File: src/rtl/mem_arbiter_pkg.sv
// rtl/mem_arbiter_pkg.sv - shared types and requester ids for the two-port RAM arbiter
package memarb_pkg;

  typedef enum logic [1:0] {IDLE, OWN0, OWN1} memarb_state_t;

  localparam logic REQ_CPU = 1'b0;
  localparam logic REQ_AUX = 1'b1;

  function automatic memarb_state_t own_state(input logic id);
    return (id == REQ_AUX) ? OWN1 : OWN0;
  endfunction

endpackage

File: src/rtl/mem_arbiter_if.sv
// rtl/mem_arbiter_if.sv - requester and RAM-side signals of the arbiter
interface mem_arbiter_if #(
  parameter int DATA_WIDTH = 32,
  parameter int ADDR_WIDTH = 10
);
  logic                  req0, req1;
  logic                  lock0, lock1;
  logic [ADDR_WIDTH-1:0] addr0, addr1;
  logic                  wr_enable0, wr_enable1;
  logic [DATA_WIDTH-1:0] wr_data0, wr_data1;
  logic                  ack0, ack1;
  logic                  rd_valid0, rd_valid1;
  logic [DATA_WIDTH-1:0] rd_data0, rd_data1;
  logic [ADDR_WIDTH-1:0] mem_addr;
  logic                  mem_wr_enable;
  logic [DATA_WIDTH-1:0] mem_wr_data;
  logic [DATA_WIDTH-1:0] mem_rd_data;

  modport slave (
    input  req0, req1, lock0, lock1, addr0, addr1,
    input  wr_enable0, wr_enable1, wr_data0, wr_data1, mem_rd_data,
    output ack0, ack1, rd_valid0, rd_valid1, rd_data0, rd_data1,
    output mem_addr, mem_wr_enable, mem_wr_data
  );

  modport master (
    output req0, req1, lock0, lock1, addr0, addr1,
    output wr_enable0, wr_enable1, wr_data0, wr_data1, mem_rd_data,
    input  ack0, ack1, rd_valid0, rd_valid1, rd_data0, rd_data1,
    input  mem_addr, mem_wr_enable, mem_wr_data
  );
endinterface

File: src/rtl/mem_arbiter.sv
// rtl/mem_arbiter.sv - round-robin arbiter with lock for the single-port data RAM
// MEMARB_FIXED_PRIO_EN: requester 0 always wins conflicts in IDLE.
module mem_arbiter
  import memarb_pkg::*;
#(
  parameter int DATA_WIDTH = 32,
  parameter int ADDR_WIDTH = 10
) (
  input  logic          clk,
  input  logic          rst,
  mem_arbiter_if.slave  bus
);

  memarb_state_t state;
  logic          last;
  logic          grant0, grant1;
  logic          rd_valid0_q, rd_valid1_q;

  always_comb begin
    grant0 = 1'b0;
    grant1 = 1'b0;
    if (!rst) begin
      case (state)
        OWN0:    grant0 = bus.req0;
        OWN1:    grant1 = bus.req1;
        default: begin
          if (bus.req0 && bus.req1) begin
`ifdef MEMARB_FIXED_PRIO_EN
            grant0 = 1'b1;
`else
            grant0 = (last != REQ_CPU);
            grant1 = (last == REQ_CPU);
`endif
          end else begin
            grant0 = bus.req0;
            grant1 = bus.req1;
          end
        end
      endcase
    end
  end

  // Idle bus parks at address 0 with writes disabled.
  always_comb begin
    bus.ack0          = grant0;
    bus.ack1          = grant1;
    bus.mem_addr      = {ADDR_WIDTH{1'b0}};
    bus.mem_wr_enable = 1'b0;
    bus.mem_wr_data   = {DATA_WIDTH{1'b0}};
    if (grant0) begin
      bus.mem_addr      = bus.addr0;
      bus.mem_wr_enable = bus.wr_enable0;
      bus.mem_wr_data   = bus.wr_data0;
    end else if (grant1) begin
      bus.mem_addr      = bus.addr1;
      bus.mem_wr_enable = bus.wr_enable1;
      bus.mem_wr_data   = bus.wr_data1;
    end
  end

  // Masking with rst drops the strobe of a read acked just before reset.
  assign bus.rd_valid0 = rd_valid0_q & ~rst;
  assign bus.rd_valid1 = rd_valid1_q & ~rst;
  assign bus.rd_data0  = bus.mem_rd_data;
  assign bus.rd_data1  = bus.mem_rd_data;

  always_ff @(posedge clk) begin
    if (rst) begin
      state       <= IDLE;
      last        <= REQ_AUX;
      rd_valid0_q <= 1'b0;
      rd_valid1_q <= 1'b0;
    end else begin
      rd_valid0_q <= grant0 & ~bus.wr_enable0;
      rd_valid1_q <= grant1 & ~bus.wr_enable1;
      if (grant0) begin
        last  <= REQ_CPU;
        state <= bus.lock0 ? own_state(REQ_CPU) : IDLE;
      end else if (grant1) begin
        last  <= REQ_AUX;
        state <= bus.lock1 ? own_state(REQ_AUX) : IDLE;
      end else begin
        state <= IDLE;
      end
    end
  end

endmodule

File: src/flat_wrapper.sv
// flat-port wrapper written by rule: the top's interface ports become plain ports
module mem_arbiter_flat import memarb_pkg::*;
#(
  parameter int DATA_WIDTH = 32,
  parameter int ADDR_WIDTH = 10
)
  (clk, rst, bus_req0, bus_req1, bus_lock0, bus_lock1, bus_addr0, bus_addr1, bus_wr_enable0, bus_wr_enable1, bus_wr_data0, bus_wr_data1, bus_mem_rd_data, bus_ack0, bus_ack1, bus_rd_valid0, bus_rd_valid1, bus_rd_data0, bus_rd_data1, bus_mem_addr, bus_mem_wr_enable, bus_mem_wr_data);
  mem_arbiter_if #(.DATA_WIDTH(DATA_WIDTH), .ADDR_WIDTH(ADDR_WIDTH)) bus_i ();
  input  logic clk;
  input  logic rst;
  input wire logic [$bits(bus_i.req0)-1:0] bus_req0;
  input wire logic [$bits(bus_i.req1)-1:0] bus_req1;
  input wire logic [$bits(bus_i.lock0)-1:0] bus_lock0;
  input wire logic [$bits(bus_i.lock1)-1:0] bus_lock1;
  input wire logic [$bits(bus_i.addr0)-1:0] bus_addr0;
  input wire logic [$bits(bus_i.addr1)-1:0] bus_addr1;
  input wire logic [$bits(bus_i.wr_enable0)-1:0] bus_wr_enable0;
  input wire logic [$bits(bus_i.wr_enable1)-1:0] bus_wr_enable1;
  input wire logic [$bits(bus_i.wr_data0)-1:0] bus_wr_data0;
  input wire logic [$bits(bus_i.wr_data1)-1:0] bus_wr_data1;
  input wire logic [$bits(bus_i.mem_rd_data)-1:0] bus_mem_rd_data;
  output wire logic [$bits(bus_i.ack0)-1:0] bus_ack0;
  output wire logic [$bits(bus_i.ack1)-1:0] bus_ack1;
  output wire logic [$bits(bus_i.rd_valid0)-1:0] bus_rd_valid0;
  output wire logic [$bits(bus_i.rd_valid1)-1:0] bus_rd_valid1;
  output wire logic [$bits(bus_i.rd_data0)-1:0] bus_rd_data0;
  output wire logic [$bits(bus_i.rd_data1)-1:0] bus_rd_data1;
  output wire logic [$bits(bus_i.mem_addr)-1:0] bus_mem_addr;
  output wire logic [$bits(bus_i.mem_wr_enable)-1:0] bus_mem_wr_enable;
  output wire logic [$bits(bus_i.mem_wr_data)-1:0] bus_mem_wr_data;
  assign bus_i.req0 = bus_req0;
  assign bus_i.req1 = bus_req1;
  assign bus_i.lock0 = bus_lock0;
  assign bus_i.lock1 = bus_lock1;
  assign bus_i.addr0 = bus_addr0;
  assign bus_i.addr1 = bus_addr1;
  assign bus_i.wr_enable0 = bus_wr_enable0;
  assign bus_i.wr_enable1 = bus_wr_enable1;
  assign bus_i.wr_data0 = bus_wr_data0;
  assign bus_i.wr_data1 = bus_wr_data1;
  assign bus_i.mem_rd_data = bus_mem_rd_data;
  assign bus_ack0 = bus_i.ack0;
  assign bus_ack1 = bus_i.ack1;
  assign bus_rd_valid0 = bus_i.rd_valid0;
  assign bus_rd_valid1 = bus_i.rd_valid1;
  assign bus_rd_data0 = bus_i.rd_data0;
  assign bus_rd_data1 = bus_i.rd_data1;
  assign bus_mem_addr = bus_i.mem_addr;
  assign bus_mem_wr_enable = bus_i.mem_wr_enable;
  assign bus_mem_wr_data = bus_i.mem_wr_data;
  mem_arbiter #(.DATA_WIDTH(DATA_WIDTH), .ADDR_WIDTH(ADDR_WIDTH)) u_core (.clk(clk), .rst(rst), .bus(bus_i));
endmodule
File: config.mk
export PLATFORM = sky130hd
export DESIGN_NAME = mem_arbiter_flat
export DESIGN_NICKNAME = d
export VERILOG_FILES = /design/src/rtl/mem_arbiter_pkg.sv /design/src/rtl/mem_arbiter_if.sv /design/src/rtl/mem_arbiter.sv /design/src/flat_wrapper.sv
export SDC_FILE = /design/constraint.sdc
export NUM_CORES = 1
export LEC_CHECK = 0
export ABC_AREA = 1
export CORE_AREA = 2 2 92 94
export DETAILED_ROUTE_END_ITERATION = 8
export DIE_AREA = 0 0 94 96
export PLACE_DENSITY_LB_ADDON = 0.3
export SLEW_MARGIN = 30
export SYNTH_ARGS = -nofsm -noshare
export SYNTH_HDL_FRONTEND = slang
export SYNTH_SLANG_ARGS = --single-unit
File: constraint.sdc
create_clock -name clk -period 1.8 [get_ports clk]
set_clock_uncertainty 0.05 [all_clocks]
set_input_delay 0.36 -clock clk [delete_from_list [all_inputs] [get_ports clk]]
set_output_delay 0.36 -clock clk [all_outputs]
set_load 0.005 [all_outputs]
==> results of run 1 <==
## where the power goes
part / internal, W / switching, W
Combinational: 0.000433 / 0.000265
Sequential: 0.000117 / 0.00000317
Clock: 0.000152 / 0.0000522
## logic make-up after synthesis
logic type	Yosys count	share of synthesized area [%]
DFF	5	7.19
and+or+nand+nor	146	45.2
buffers and inverters	88	44.9
adders and majority gates	2	1.80
AOI/OAI and AO/OA	2	0.898
## what timing repair did
action,4_1_cts,5_1_grt
pin swaps,9,22
resized for setup,208,65
cloned,5,5
hold buffers,0,0
endpoints found under the setup margin,47,47
setup buffers,17,11
## sequential cells by signal (all words and copies together) (netlist names)
register            cells
u_core.state            2
u_core.last             1
u_core.rd_valid0_q      1
u_core.rd_valid1_q      1
## layout by cell type (no fill, tap or decap), types with 2 or more instances in the layout
master           netlist  layout
nand3_2                2      33
clkdlybuf4s50_1        0      90
nand3_4                0       3
clkbuf_8               0       3
buf_4                 67      12
inv_1                 10       8
buf_16                 0       3
buf_8                  0       5
clkbuf_16              0       4
nand3_1               43       9
dfxtp_1                5       3
nor2_4                 1       2
nand2_2                0       7
inv_2                  1       2
buf_6                  5      16
buf_2                  5      40
nor2_1                 7       5
buf_12                 0       5
clkbuf_2               0       2
nand2_1               90      83
dfxtp_2                0       2
## worst max path at each step
stage / end / slack [ns] / startpoint
floorplan: bus_mem_wr_data[22] / 0.06 / u_core.state[0]
global placement: bus_mem_wr_data[15] / -0.74 / bus_req0
detailed placement: bus_mem_wr_data[15] / -0.75 / bus_req0
CTS: bus_mem_addr[2] / -0.51 / u_core.state[0]
global route: bus_mem_wr_enable / -0.45 / u_core.state[0]
finish: bus_mem_addr[2] / -0.37 / u_core.state[0]
## worst max-delay path: cells and delay by family (launching register included)
kind                       cells  cell delay, ns
DFF                            1            0.32
buffers and inverters          4            0.48
adders and majority gates      1            0.25
and+or+nand+nor                4            0.49
## layer usage
layer / GRT usage, % / vias up / wire, um
met4: 5.68 / 0 / 201
met3: 2.66 / 30 / 638
met1: 11.4 / 821 / 2120
met2: 24.2 / 110 / 3390
li1: - / 905 / -
met5: 0 / - / 0
## cell type report
| type | instances | area, um^2 |
|---|---|---|
| sequential | 5 | 103 |
| tap | 105 | 131 |
| inverter | 11 | 46.3 |
| multi-input combinational | 150 | 902 |
| fill | 833 | 5060 |
| timing repair buffer | 179 | 1760 |
| clock buffer | 4 | 45.0 |
## stage by stage
step / util (%) / setup WS, ns / hold WS, ns / instance area (um^2) / instances
after floorplan: - / 0.0588 / 0.382 / 1410 / 243
after global placement: 30.7 / -0.736 / 0.420 / 2470 / 419
after detailed placement: 30.7 / -0.745 / 0.426 / 2470 / 419
after CTS: 34.0 / -0.510 / 0.455 / 2740 / 445
after global routing: 37.1 / -0.455 / 0.511 / 2990 / 454
final: 37.1 / -0.372 / 0.453 / 2990 / 454
==> metrics.txt, run 1 <==
RSZ-0062 raised after global routing yes; Layout area overhead 115%; CTS clk-pin slew, worst paths 0.03 ns; Initial Util 17.3%; Yosys top cell area share 36.1%; cells on worst reg2reg path 10; synth cell count leaders 90 x nand2_1, 67 x buf_4, 43 x nand3_1; hold path startpoint u_core.last; setup TNS -14.66 ns; Mapped Cells 243; Yosys warnings 0; Async S/R FF share, synth 0%; Worst Hold End u_core.last; Final GP Congestion 0.649; Hold Vio Cnt, Final 0; crit path cell chain inv_2 -> ha_4 -> or2_4 -> nand3_4 -> buf_6 -> clkbuf_16 -> nand3_2 -> nand2_2 -> buf_2; # clock sinks 5; Root Buffer clkbuf_8; share of cells above drive strength 1 41.0%; worst setup path class reg -> out; EDFF count, synth 0; grt ovf 0; crit path max fanout 7; Worst path slowest cell dfxtp_2; CTS Buffer Depth 2; die area 0.00902 mm^2; post-synthesis cell area 0.00139 mm^2; Max VDD drop 157 uV; H-tree Lvls 1; Post-Syn Nets 369; Initial DRC Count 18; cts bufs inserted 3; Ports 235; Total Routing Usage GR 12.0%; initial antenna violation count 0; port bufs 138; Max Clock Freq 460 MHz; CP startpoint kind flip-flop; # rows 33; minimum clock period 2.17 ns; CTS tree done; Mean Syn Cell Area 5.73 um^2; failing checks setup timing; Main synth FF type dfxtp_1; outcome complete, but fails checks; max incr delay on CP 0.32 ns; Hold Crit Depth 2; vias in the first global route 1,775; dominant cell type by area after synthesis buf_4; Worst Hold Class reg -> reg; final antenna-violating net count 0; Worst Max-Slew Pin Slew 0.144 ns; worst skew pair latency 0.22 ns; DRC viols 0; number of synthesized register bits 5; largest net degree at the start of global routing 29; top-count cell post-synth nand2_1; Required @ worst endpoint 1.39 ns; Reg-to-Reg End u_core.last; leakage power figure 1.45 nW; FF-to-FF Start u_core.state[0]; Setup Viol. Count Final 45; total number of vias 1,866; Core Area 0.00805 mm^2; synth unique cells 17; DP HPWL 3930 um; flop-to-flop setup slack 0.08 ns; Setup WS post-layout -0.372 ns; total power 0.00102 W; Arr. time, crit path 1.76 ns; first-pass GRT wire length 8470 um; drt via density 4.11; fin nets 476; antenna fix cells 0; drt wl/cell 14.0 um; max_cap viols 0; die span in y 96 um; Slew Viols, Final 0; fin crit share 121%; sequential share of the synthesized area 7.19%; CP endpoint kind output port; Pre-Repair DR Iteration Count 4; WL final 6350 um; top post-synthesis cells by area buf_4 36%, nand2_1 24%, nand3_1 15%; relative slew slack 90.3%; Cell Pwr Density 342 mW/mm^2; DIE WIDTH 94 um
Power figures use the tool's default switching activity.
==> run 2: changes to the inputs <==
Settings changed: ABC_AREA 1 to default, CORE_AREA 2 2 92 94 to 2 2 91 93, DIE_AREA 0 0 94 96 to 0 0 93 95, DONT_BUFFER_PORTS from default to 1.
==> run 2 against run 1 <==
Compared with the run above: sequential cell count unchanged; utilization decreased by 18 points; area after synthesis rose by 21%; non-clock buffer count shrank 169; first-iteration DRC count shrank 17%; critical path type unchanged; highest routed layer unchanged; sequential power barely moved; largest power group unchanged; die area down 2.1%; the run still ends with setup timing left; synthesized cell count decreased by 3.3%.
==> metrics.txt, run 2 <==
DP Cell Count 267 (was 419); Slew Viols, Final 0 (unchanged); max incr delay on CP 0.33 ns (was 0.32 ns); sequential share of the synthesized area 5.95% (was 7.19%); crit path max fanout 26 (was 7); DRC viols 0 (unchanged); final antenna-violating net count 0 (unchanged); Ports 235 (unchanged); CP endpoint kind output port (unchanged); Non-Filler Instances 272 (was 454); power share of the clock group 30.0% (was 20.0%); Final GP Congestion 0.616 (was 0.649); Root Buffer clkbuf_8 (unchanged); Hold Buf Count CTS 0 (unchanged); Required @ worst endpoint 1.39 ns (about the same); drt via density 4.59 (was 4.11); Arr. time, crit path 1.67 ns (was 1.76 ns); share of cells above drive strength 1 15.6% (was 41.0%); Pre-Repair DR Iteration Count 4 (unchanged); largest net degree at the start of global routing 27 (was 29); Worst path slowest cell dfxtp_2 (unchanged); CTS Buffer Depth 2 (unchanged); crit path cell chain inv_2 -> ha_4 -> nand3b_1 -> o2111ai_4 -> buf_12 -> mux2i_1 (was inv_2 -> ha_4 -> or2_4 -> nand3_4 -> buf_6 -> clkbuf_16 -> nand3_2 -> nand2_2 -> buf_2); post-synthesis cell area 0.00168 mm^2 (was 0.00139 mm^2); worst setup path class reg -> out (unchanged); final hold slack 0.162 ns (was 0.453 ns); outcome complete, but fails checks (unchanged); setup TNS -10.76 ns (was -14.66 ns); Mean Syn Cell Area 7.16 um^2 (was 5.73 um^2); top post-synthesis cells by area buf_4 29%, mux2i_1 26%, nand4_1 16% (was buf_4 36%, nand2_1 24%, nand3_1 15%); worst path bufs/invs 2 (was 4); # rows 33 (unchanged); antenna fix cells 0 (unchanged); Worst Hold Class in -> reg (was reg -> reg); sequential power share 18.2% (was 11.8%); first-pass GRT wire length 6070 um (was 8470 um); internal power 0.000423 W (was 0.000702 W); DIE WIDTH 93 um (was 94 um); DP HPWL 3740 um (was 3930 um); Initial Util 21.2% (was 17.3%); EDFF count, synth 0 (unchanged); Hold Vio Cnt, Final 0 (unchanged); Top delay family on crit path flip-flops (was simple AND/OR/NAND/NOR gates); Setup WS post-layout -0.276 ns (was -0.372 ns); Yosys warnings 0 (unchanged); commonest non-fill, non-tap cell in the layout inv_1 (was clkdlybuf4s50_1); synth unique cells 19 (was 17); initial antenna violation count 0 (unchanged); failing checks setup timing (unchanged); fin crit share 115% (was 121%); total number of vias 1,249 (was 1,866); Total Routing Usage GR 8.94% (was 12.0%); port bufs 0 (was 138); H-tree Lvls 1 (unchanged); max_cap viols 0 (unchanged); grt ovf 0 (unchanged); cts bufs inserted 3 (unchanged); Async S/R FF share, synth 0% (unchanged); Post-Syn Nets 361 (was 369); relative slew slack 83.0% (was 90.3%); dominant cell type by area after synthesis buf_4 (unchanged); Core Area 0.00793 mm^2 (was 0.00805 mm^2); max FFs per register 2 (unchanged); leakage power figure 0.835 nW (was 1.45 nW); synth cell count leaders 65 x buf_4, 46 x inv_1, 43 x mux2i_1, 43 x nand4_1, 8 x buf_2 (was 90 x nand2_1, 67 x buf_4, 43 x nand3_1); CTS tree done (unchanged); final core occ 19.1% (was 37.1%); Filler cells 901 (was 833); Max VDD drop 131 uV (was 157 uV); Biggest register u_core.state (unchanged); die span in y 95 um (was 96 um); die area 0.00884 mm^2 (was 0.00902 mm^2); fin nets 294 (was 476); number of synthesized register bits 5 (unchanged); Switch Pwr 0.000245 W (was 0.000320 W); Yosys top cell area share 29.0% (was 36.1%); Initial DRC Count 15 (was 18); combinational power share 51.8% (was 68.3%); vias in the first global route 1,098 (was 1,775); Setup Viol. Count Final 45 (unchanged); Max Clock Freq 482 MHz (was 460 MHz); CP startpoint kind flip-flop (unchanged); drt wl/cell 17.0 um (was 14.0 um); CTS clk-pin slew, worst paths 0.03 ns (about the same); total power 0.000669 W (was 0.00102 W); Worst Max-Slew Pin Slew 0.254 ns (was 0.144 ns); Sw Share 36.7% (was 31.3%); WL final 4610 um (was 6350 um); most frequent cells in the layout 45 x inv_1, 43 x nand4_1, 38 x mux2i_1 (was 90 x clkdlybuf4s50_1, 83 x nand2_1, 40 x buf_2); # clock sinks 5 (unchanged); RSZ-0062 raised after global routing yes (unchanged); top-count cell post-synth buf_4 (was nand2_1); Layout area overhead -9.82% (was 115%); minimum clock period 2.08 ns (was 2.17 ns); Mapped Cells 235 (was 243); worst skew pair latency 0.22 ns (about the same); Cell Pwr Density 441 mW/mm^2 (was 342 mW/mm^2); Main synth FF type dfxtp_1 (unchanged)
==> run 2: cell types whose count changed after synthesis, sizes merged, moves of 2 or more <==
cell	before	now
nor2b	0	3
nand2	90	0
mux2i	0	43
nand4	0	43
inv	11	47
and3	0	2
nor2	8	2
clkbuf	0	4
nand3	45	1
==> run 2: metrics by stage <==
step / setup slack, ns / cell area, um^2
floorplan: 0.0481 / 1720
global placement: -0.102 / 1390
detailed placement: -0.126 / 1390
CTS: -0.297 / 1510
global route: -0.386 / 1520
finish: -0.276 / 1520
==> run 2: power by group through the flow <==
| stage | logic (W) | clock network, W | registers, W |
|---|---|---|---|
| floorplan | 0.000360 | 0 | 0.000120 |
| global placement | 0.000318 | 0 | 0.000122 |
| detailed placement | 0.000323 | 0 | 0.000122 |
| CTS | 0.000354 | 0.000207 | 0.000122 |
| global route | 0.000378 | 0.000218 | 0.000122 |
| finish | 0.000346 | 0.000201 | 0.000121 |
==> run 2: final timing paths <==
path | start | endpoint | slack (ns) | depth (start not counted)
setup reg to reg | u_core.state[0] | u_core.state[0] | 0.22 | 7
setup / recovery | u_core.state[0] | bus_mem_wr_data[1] | -0.28 | 6
hold reg to reg | u_core.last | u_core.last | 0.51 | 2
hold / removal | bus_wr_enable0 | u_core.rd_valid0_q | 0.16 | 1
==> run 2: routing by layer <==
metal | vias up | track usage, % | routed length, um
li1 | 585 | - | -
met1 | 555 | 9.46 | 1650
met2 | 76 | 16.4 | 2330
met3 | 33 | 1.60 | 432
met4 | 0 | 5.51 | 204
met5 | - | 0 | 0
==> run 2: timing repair <==
item | in CTS | in global routing
gates resized for setup | 13 | 1
setup buffers | 0 | 0
cloned | 1 | 0
endpoints found under the setup margin | 45 | 45
pin swaps | 1 | 1
endpoints found under the hold margin | 0 | 0
==> run 2: layout make-up <==
class / instances / area, um^2 / share of cell area [%]
multi-input combinational: 101 / 886 / 58.4
sequential: 5 / 101 / 6.68
tap: 105 / 131 / 8.66
clock buffer: 4 / 45.0 / 2.97
inverter: 47 / 179 / 11.8
timing repair buffer: 10 / 174 / 11.5
==> run 2: worst reg2reg max path, stage by stage (launching register included) <==
cell       delay, ns
dfxtp_2         0.33
inv_2           0.04
ha_4            0.30
nand3b_1        0.13
o2111ai_4       0.12
buf_12          0.23
inv_1           0.11
and2_1          0.16
==> run 2: cells by family after synthesis <==
group | Yosys count | synth area share [%]
flip-flops | 5 | 5.95
adder cells (fa/ha/maj) | 2 | 1.49
multiplexers | 43 | 25.6
buffers and inverters | 129 | 46.3
AND/OR/NAND/NOR | 53 | 19.4
AO/OA/AOI/OAI | 3 | 1.26
==> run 3: changes to the inputs <==
Settings changed: SLEW_MARGIN 30 to 0.
==> results of run 3 <==
No change in the layout: final DEF, timing and power equal those of run 2.
